`src/rtl/uart_pkg.sv`:
```
// Shared definitions for the buffered UART transmit path: parity modes, FSM
// states and the frame-length helper used by both RTL and bench.
package uart_pkg;

    localparam int PAR_NONE = 0;
    localparam int PAR_ODD  = 1;
    localparam int PAR_EVEN = 2;

    typedef enum logic [2:0] {
        ST_IDLE,
        ST_START,
        ST_DATA,
        ST_PARITY,
        ST_STOP
    } tx_state_e;

    function automatic int frame_cycles(input int data_bits, input int parity,
                                        input int stop_bits, input int clks_per_bit);
        return (1 + data_bits + ((parity != PAR_NONE) ? 1 : 0) + stop_bits) * clks_per_bit;
    endfunction

endpackage

```
`src/rtl/sync_fifo.sv`:
```
// Single-clock FIFO with show-ahead read data; one extra pointer bit lets the
// MSB difference distinguish full from empty.
module sync_fifo #(
    parameter int WIDTH = 8,
    parameter int DEPTH = 16,
    localparam int AW   = $clog2(DEPTH)
) (
    input  logic             clk_i,
    input  logic             rst_ni,
    input  logic             wr_en_i,
    input  logic [WIDTH-1:0] wr_data_i,
    input  logic             rd_en_i,
    output logic [WIDTH-1:0] rd_data_o,
    output logic             full_o,
    output logic             empty_o,
    output logic [AW:0]      level_o
);

    logic [AW:0]      wr_ptr_q, wr_ptr_d;
    logic [AW:0]      rd_ptr_q, rd_ptr_d;
    logic [WIDTH-1:0] mem_q [DEPTH];
    logic             wr_fire;
    logic             rd_fire;

    assign full_o    = (wr_ptr_q[AW] != rd_ptr_q[AW]) && (wr_ptr_q[AW-1:0] == rd_ptr_q[AW-1:0]);
    assign empty_o   = (wr_ptr_q == rd_ptr_q);
    assign level_o   = wr_ptr_q - rd_ptr_q;
    assign rd_data_o = mem_q[rd_ptr_q[AW-1:0]];

    assign wr_fire = wr_en_i && !full_o;
    assign rd_fire = rd_en_i && !empty_o;

    always_comb begin
        wr_ptr_d = wr_ptr_q;
        rd_ptr_d = rd_ptr_q;
        if (wr_fire) wr_ptr_d = wr_ptr_q + 1'b1;
        if (rd_fire) rd_ptr_d = rd_ptr_q + 1'b1;
    end

    always_ff @(posedge clk_i or negedge rst_ni) begin
        if (!rst_ni) begin
            wr_ptr_q <= '0;
            rd_ptr_q <= '0;
        end else begin
            wr_ptr_q <= wr_ptr_d;
            rd_ptr_q <= rd_ptr_d;
        end
    end

    // Storage is not reset; the pointers alone define what is valid.
    always_ff @(posedge clk_i) begin
        if (wr_fire) mem_q[wr_ptr_q[AW-1:0]] <= wr_data_i;
    end

endmodule

```
`src/rtl/uart_stream_tx.sv`:
```
// Buffered UART transmitter: FIFO-fed, configurable frame format, frames sent
// back-to-back while enabled; enable is honoured only at frame boundaries.
module uart_stream_tx
    import uart_pkg::*;
#(
    parameter int DATA_BITS    = 8,
    parameter int PARITY       = 0,
    parameter int STOP_BITS    = 1,
    parameter int CLKS_PER_BIT = 104,
    parameter int FIFO_DEPTH   = 16
) (
    input  logic                          i_clk,
    input  logic                          i_rst_n,
    input  logic                          i_valid,
    input  logic [DATA_BITS-1:0]          i_data,
    output logic                          o_ready,
    input  logic                          i_enable,
    output logic                          o_busy,
    output logic [$clog2(FIFO_DEPTH):0]   o_fifo_level,
    output logic                          o_uart_tx,
    output logic                          o_uart_clk
);

    localparam int CW = $clog2(CLKS_PER_BIT);
    localparam int BW = 4;
    localparam logic [CW-1:0] CNT_LAST  = CW'(CLKS_PER_BIT - 1);
    localparam logic [BW-1:0] DATA_LAST = BW'(DATA_BITS - 1);
    localparam logic [BW-1:0] STOP_LAST = BW'(STOP_BITS - 1);
    localparam logic          PAR_INIT  = (PARITY == PAR_ODD);

    tx_state_e              state_q;
    logic [CW-1:0]          cnt_q, cnt_d;
    logic [BW-1:0]          bit_cnt_q;
    logic [DATA_BITS-1:0]   shift_q;
    logic                   par_q;
    logic                   tx_q;
    logic                   busy_q;
    logic                   tick_q;

    logic                   fifo_full;
    logic                   fifo_empty;
    logic [DATA_BITS-1:0]   fifo_rd_data;
    logic                   bit_end;
    logic                   pop;

    sync_fifo #(
        .WIDTH (DATA_BITS),
        .DEPTH (FIFO_DEPTH)
    ) u_fifo (
        .clk_i     (i_clk),
        .rst_ni    (i_rst_n),
        .wr_en_i   (i_valid),
        .wr_data_i (i_data),
        .rd_en_i   (pop),
        .rd_data_o (fifo_rd_data),
        .full_o    (fifo_full),
        .empty_o   (fifo_empty),
        .level_o   (o_fifo_level)
    );

    assign o_ready    = !fifo_full;
    assign o_uart_tx  = tx_q;
    assign o_busy     = busy_q;
    assign o_uart_clk = tick_q;

    assign bit_end = (cnt_q == CNT_LAST);
    // A new frame may start from idle, or on the final stop cycle for a zero gap.
    assign pop = !fifo_empty && i_enable &&
                 ((state_q == ST_IDLE) ||
                  (state_q == ST_STOP && bit_end && bit_cnt_q == STOP_LAST));

    always_comb begin
        cnt_d = cnt_q + 1'b1;
        if (state_q == ST_IDLE || bit_end) cnt_d = '0;
    end

    // Line, busy and tick are registered from the current state, so all three
    // lag the FSM by one cycle and stay mutually aligned.
    always_ff @(posedge i_clk or negedge i_rst_n) begin
        if (!i_rst_n) begin
            state_q   <= ST_IDLE;
            cnt_q     <= '0;
            bit_cnt_q <= '0;
            shift_q   <= '0;
            par_q     <= 1'b0;
            tx_q      <= 1'b1;
            busy_q    <= 1'b0;
            tick_q    <= 1'b0;
        end else begin
            cnt_q  <= cnt_d;
            busy_q <= (state_q != ST_IDLE);
            tick_q <= (state_q != ST_IDLE) && (cnt_q == '0);
            case (state_q)
                ST_START:  tx_q <= 1'b0;
                ST_DATA:   tx_q <= shift_q[0];
                ST_PARITY: tx_q <= par_q;
                default:   tx_q <= 1'b1;
            endcase

            if (pop) begin
                state_q   <= ST_START;
                shift_q   <= fifo_rd_data;
                par_q     <= PAR_INIT;
                bit_cnt_q <= '0;
            end else begin
                case (state_q)
                    ST_START: begin
                        if (bit_end) state_q <= ST_DATA;
                    end
                    ST_DATA: begin
                        if (bit_end) begin
                            shift_q <= shift_q >> 1;
                            par_q   <= par_q ^ shift_q[0];
                            if (bit_cnt_q == DATA_LAST) begin
                                bit_cnt_q <= '0;
                                state_q   <= (PARITY != PAR_NONE) ? ST_PARITY : ST_STOP;
                            end else begin
                                bit_cnt_q <= bit_cnt_q + 1'b1;
                            end
                        end
                    end
                    ST_PARITY: begin
                        if (bit_end) state_q <= ST_STOP;
                    end
                    ST_STOP: begin
                        if (bit_end) begin
                            if (bit_cnt_q == STOP_LAST) begin
                                bit_cnt_q <= '0;
                                state_q   <= ST_IDLE;
                            end else begin
                                bit_cnt_q <= bit_cnt_q + 1'b1;
                            end
                        end
                    end
                    default: ;
                endcase
            end
        end
    end

endmodule

```
`config.mk`:
```
export PLATFORM = sky130hd
export DESIGN_NAME = uart_stream_tx
export DESIGN_NICKNAME = d
export VERILOG_FILES = /design/src/rtl/uart_pkg.sv /design/src/rtl/sync_fifo.sv /design/src/rtl/uart_stream_tx.sv
export SDC_FILE = /design/constraint.sdc
export NUM_CORES = 1
export LEC_CHECK = 0
export ABC_AREA = 1
export CELL_PAD_IN_SITES_DETAIL_PLACEMENT = 1
export CELL_PAD_IN_SITES_GLOBAL_PLACEMENT = 2
export CORE_ASPECT_RATIO = 1.2
export CORE_UTILIZATION = 40
export DETAILED_ROUTE_END_ITERATION = 8
export GPL_ROUTABILITY_DRIVEN = 0
export PLACE_DENSITY = 0.8
export SETUP_SLACK_MARGIN = 0.5
export SYNTH_ARGS = -nofsm -noshare
export SYNTH_HDL_FRONTEND = slang
export SYNTH_SLANG_ARGS = --single-unit
```
`constraint.sdc`:
```
create_clock -name i_clk -period 3.35 [get_ports i_clk]
set_clock_uncertainty 0.05 [all_clocks]
set_input_delay 0.8375 -clock i_clk [delete_from_list [all_inputs] [get_ports i_clk]]
set_output_delay 0.8375 -clock i_clk [all_outputs]
set_load 0.03 [all_outputs]
```
==> flow_results.org <==
** Cells and area
- Relative to the synthesized area, the layout overhead comes to 14.2%.
- The post-route netlist has a little over a tenth of its cells at a drive strength greater than 1.
- Antenna cells :: 0
- Count of filler cells inserted in the layout :: a little over 2000
- Design area :: roughly 0.0086 mm2
- Cells fill 47.0% of the core in the end.
- Total Nets Final :: a little over 800

** Flow run
- The tool flagged a number of max-cap violations equal to 0.

** Timing
- For the finished layout, the period the worst path requires is between 2000 and 3000 ps.
- Final TNS setup :: 0 ps
- Final Worst Setup Slack :: 559 ps
- The number of max-slew violations in the final report came to 0.
- For the pin with the worst max-slew slack, the measured transition is 864 ps.
- Worst rel slew slack :: 42.2%
- RSZ-0062 raised after global routing :: yes
- Count of endpoints failing setup in the final report :: 0
- Upper clock frequency limit :: 0.358 GHz
- Share of the cycle needed by the critical path after routing :: 83.3%
- The number of hold-slack violations in the final timing report is 0.

** CTS
- The cell sitting at the root of the clock tree is a clkbuf_16.
- Clock latency on the worst-skew pair, taken at its later pin, is between 400 and 500 ps.
- Clock-pin slew was measured on the worst setup and hold paths at around 60 ps.
- CTS tree :: built
- The clock drives 164 sinks.
- Number of buffers inserted during clock tree synthesis :: 17
- The H-tree generated during clock tree synthesis spans 4 levels.
- No sink is reached through more buffers than the 2 on the longest clock path.

** Setup path
- Crit end category :: output pin
- Traced cell by cell, the critical path runs through inv_4 > ha_4 > fa_2 > o21ai_2 > xor2_1 > buf_4.
- The worst setup path is launched from a flip-flop.
- At the worst endpoint, the required time is between 2000 and 2500 ps.
- For the worst setup path, the data arrival time is about 1900 ps.
- The largest single stage delay on the critical path is 390 ps.
- Category of the most critical setup path :: reg2out
- Master of the slowest instance on the critical path :: dfrtp_2
- CP Max Fanout :: 3

** Placed design
- At the placement stage, the worst setup path has a slack of approximately 420 ps.
- Buffers added on ports :: 20
- Summing all placed instances gives a cell area of about 0.008 mm2.
- Detailed placement ended at an HPWL of around 12000 um.

** Logic synthesis
- Mean area per synthesized cell :: just under 10 um2
- Synthesized area :: 0.00754 mm2
- Synth Warn # :: 0
- Yosys reg bits :: roughly 160
- Count of mapped cells out of synthesis :: 760
- Summing the sequential cell areas from Yosys gives a little over three fifths of the chip area.
- Counting every net in the synthesized netlist gives roughly 790.
- Unique cell type count in the Yosys netlist :: 33

** Floorplan
- The die covers 0.0194 mm2.
- The core region is around 0.018 mm2.
- Die height :: 152 um
- Num ports :: 21
- Once the floorplan was initialized, standard cells occupied 41.2% of the core.
- The floorplan has between 50 and 60 rows.
- The die is around 130 um wide.

** Power
- IR analysis of the VDD net gives a maximum drop of roughly 0.51 mV.
- For this design the static power due to leakage is about 3.6 nW.
- Power per cell area :: between 800 and 900 mW/mm2

** GRT
- Entering global routing, the biggest net connects between 60 and 70 pins.
- Across every metal layer, demand over resource in global routing totals 20.8%.
- The via count of the first global-routing pass came to around 5600.
- Grt ovf :: 0
- The number of antenna violations at the first check in global routing is 0.
- Wire length of the first global-routing pass :: roughly 30000 um

** Detailed routing
- ANT nets after route :: 0
- Total wire length :: approximately 19000 um
- After detailed routing, the number of vias per cell comes to 4.95.
- Wirelength per Cell :: between 15 and 20 um
- Vias :: 5234
- The detailed router finished its first iteration with 241 violations.
- After detailed routing, the number of remaining DRC violations is 0.
- The first TritonRoute pass finished after 4 iterations.

** Run status
- Run status :: completed

** Hold path
- Tightest Hold Check Type :: reg2reg
## Yosys cell counts
library cell  instances  area (um2)
nor3_1                3        15.0
ha_1                 13         163
fa_1                  1        20.0
inv_1                98         368
nor2_1               77         289
nand2_2               2        12.5
buf_4                 5        37.5
nor4_1                1        6.26
nand3_4               2        35.0
nor2_4                4        45.0
o21bai_1              1        7.51
nand2_4               2        22.5
buf_6                 2        22.5
xnor2_1               2        17.5
edfxtp_1            128        3840
nor3b_1               1        7.51
inv_2                 6        22.5
nand4_1               2        12.5
nand2_1             197         739
nor2_2                8        50.1
a21boi_4              1        18.8
nand3_1              83         415
buf_1                 1        3.75
clkbuf_1              8        30.0
dfstp_2               1        26.3
xor2_1               11        96.3
o211ai_1              3        22.5
dfrtp_1              35         876
a21oi_1               6        30.0
o21ai_1              12        60.1
o21ai_0              32         160
a21oi_2               1        8.76
buf_2                11        55.1
## final timing paths
| check | start | to | slack [ps] | cells past startpoint |
|---|---|---|---|---|
| worst max-delay path | u_fifo.wr_ptr_q[0]$_DFFE_PN0P_ | o_fifo_level[4] | 560 | 6 |
| worst min-delay path | cnt_q[0]$_DFF_PN0_ | cnt_q[0]$_DFF_PN0_ | 440 | 1 |
| worst max register to register | u_fifo.rd_ptr_q[2]$_DFFE_PN0P_ | u_fifo.mem_q[12][1]$_DFFE_PP_ | 690 | 8 |
| worst min register to register | cnt_q[0]$_DFF_PN0_ | cnt_q[0]$_DFF_PN0_ | 440 | 1 |
| max in group asynchronous | i_rst_n | u_fifo.wr_ptr_q[0]$_DFFE_PN0P_ | 2170 | 1 |
| min in group asynchronous | i_rst_n | bit_cnt_q[0]$_DFFE_PN0P_ | 480 | 1 |
## registers in the layout (all words and copies together) (netlist names)
| name | cells |
|---|---|
| o_busy | 1 |
| u_fifo.mem_q | 128 |
| o_uart_clk | 1 |
| state_q | 3 |
| bit_cnt_q | 4 |
| u_fifo.rd_ptr_q | 5 |
| shift_q | 8 |
| u_fifo.wr_ptr_q | 5 |
| o_uart_tx | 1 |
| cnt_q | 7 |
| par_q | 1 |
## stage by stage
| step | std cells | hold WS (ps) | power [W] |
|---|---|---|---|
| 2_1_floorplan | 760 | 402 | 0.00483 |
| 3_3_place_gp | 1023 | 422 | 0.00575 |
| 3_5_place_dp | 1023 | 440 | 0.00587 |
| 4_1_cts | 1056 | 452 | 0.00776 |
| 5_1_grt | 1057 | 466 | 0.00819 |
| 6_report | 1057 | 443 | 0.00767 |
## report_power, final
part | internal (W) | switching (W) | total (W)
registers | 0.00255 | 0.000190 | 0.00274
logic | 0.000980 | 0.00212 | 0.00310
clock network | 0.00103 | 0.000801 | 0.00183
## layout make-up
| cell class | instances | area (um2) | area share [%] |
|---|---|---|---|
| Clock buffer | 22 | 444 | 5.16 |
| Multi-Input combinational cell | 465 | 2270 | 26.4 |
| Inverter | 104 | 395 | 4.59 |
| Timing Repair Buffer | 40 | 337 | 3.91 |
| Sequential cell | 164 | 4750 | 55.1 |
| Clock inverter | 10 | 98.8 | 1.15 |
| Tap cell | 252 | 315 | 3.66 |
## logic make-up after synthesis
logic type               share of synthesized area, %
flip-flops                                       62.9
AO/OA/AOI/OAI                                    4.08
AND/OR/NAND/NOR                                  21.9
XOR/XNOR                                         1.51
buffers and inverters                            7.15
adder cells (fa/ha/maj)                          2.42
## worst max-delay path: cells and delay by family (launching register included)
kind / cells / cell delay [ps]
flops: 1 / 390
fa+ha+maj: 2 / 540
compound gates: 1 / 150
xor+xnor: 1 / 160
buf+inv: 2 / 230
## cell usage in the layout, fill, tap and decap left out, types with 6 or more instances in the layout
cell	Yosys	final
nand2_1	197	197
edfxtp_1	128	128
inv_1	98	97
nand3_1	83	83
nor2_1	77	77
dfrtp_1	35	33
o21ai_0	32	30
buf_4	5	23
clkbuf_16	0	17
o21ai_1	12	13
clkdlybuf4s50_1	0	13
ha_1	13	12
xor2_1	11	11
nor2_2	8	8
a21oi_1	6	6
## what timing repair did
item / CTS / global route
pin swaps: 1 / 4
hold buffers: 0 / 0
setup buffers: 1 / 1
endpoints found under the setup margin: 5 / 5
cloned: 0 / 0
gates resized for setup: 11 / 8
## per-layer routing
| layer | wire length, um | track usage, % |
|---|---|---|
| met1 | 7940 | 25.0 |
| met2 | 9740 | 36.5 |
| met3 | 672 | 4.18 |
| met4 | 334 | 7.71 |
| met5 | 0 | 0 |
Power figures use the tool's default switching activity.
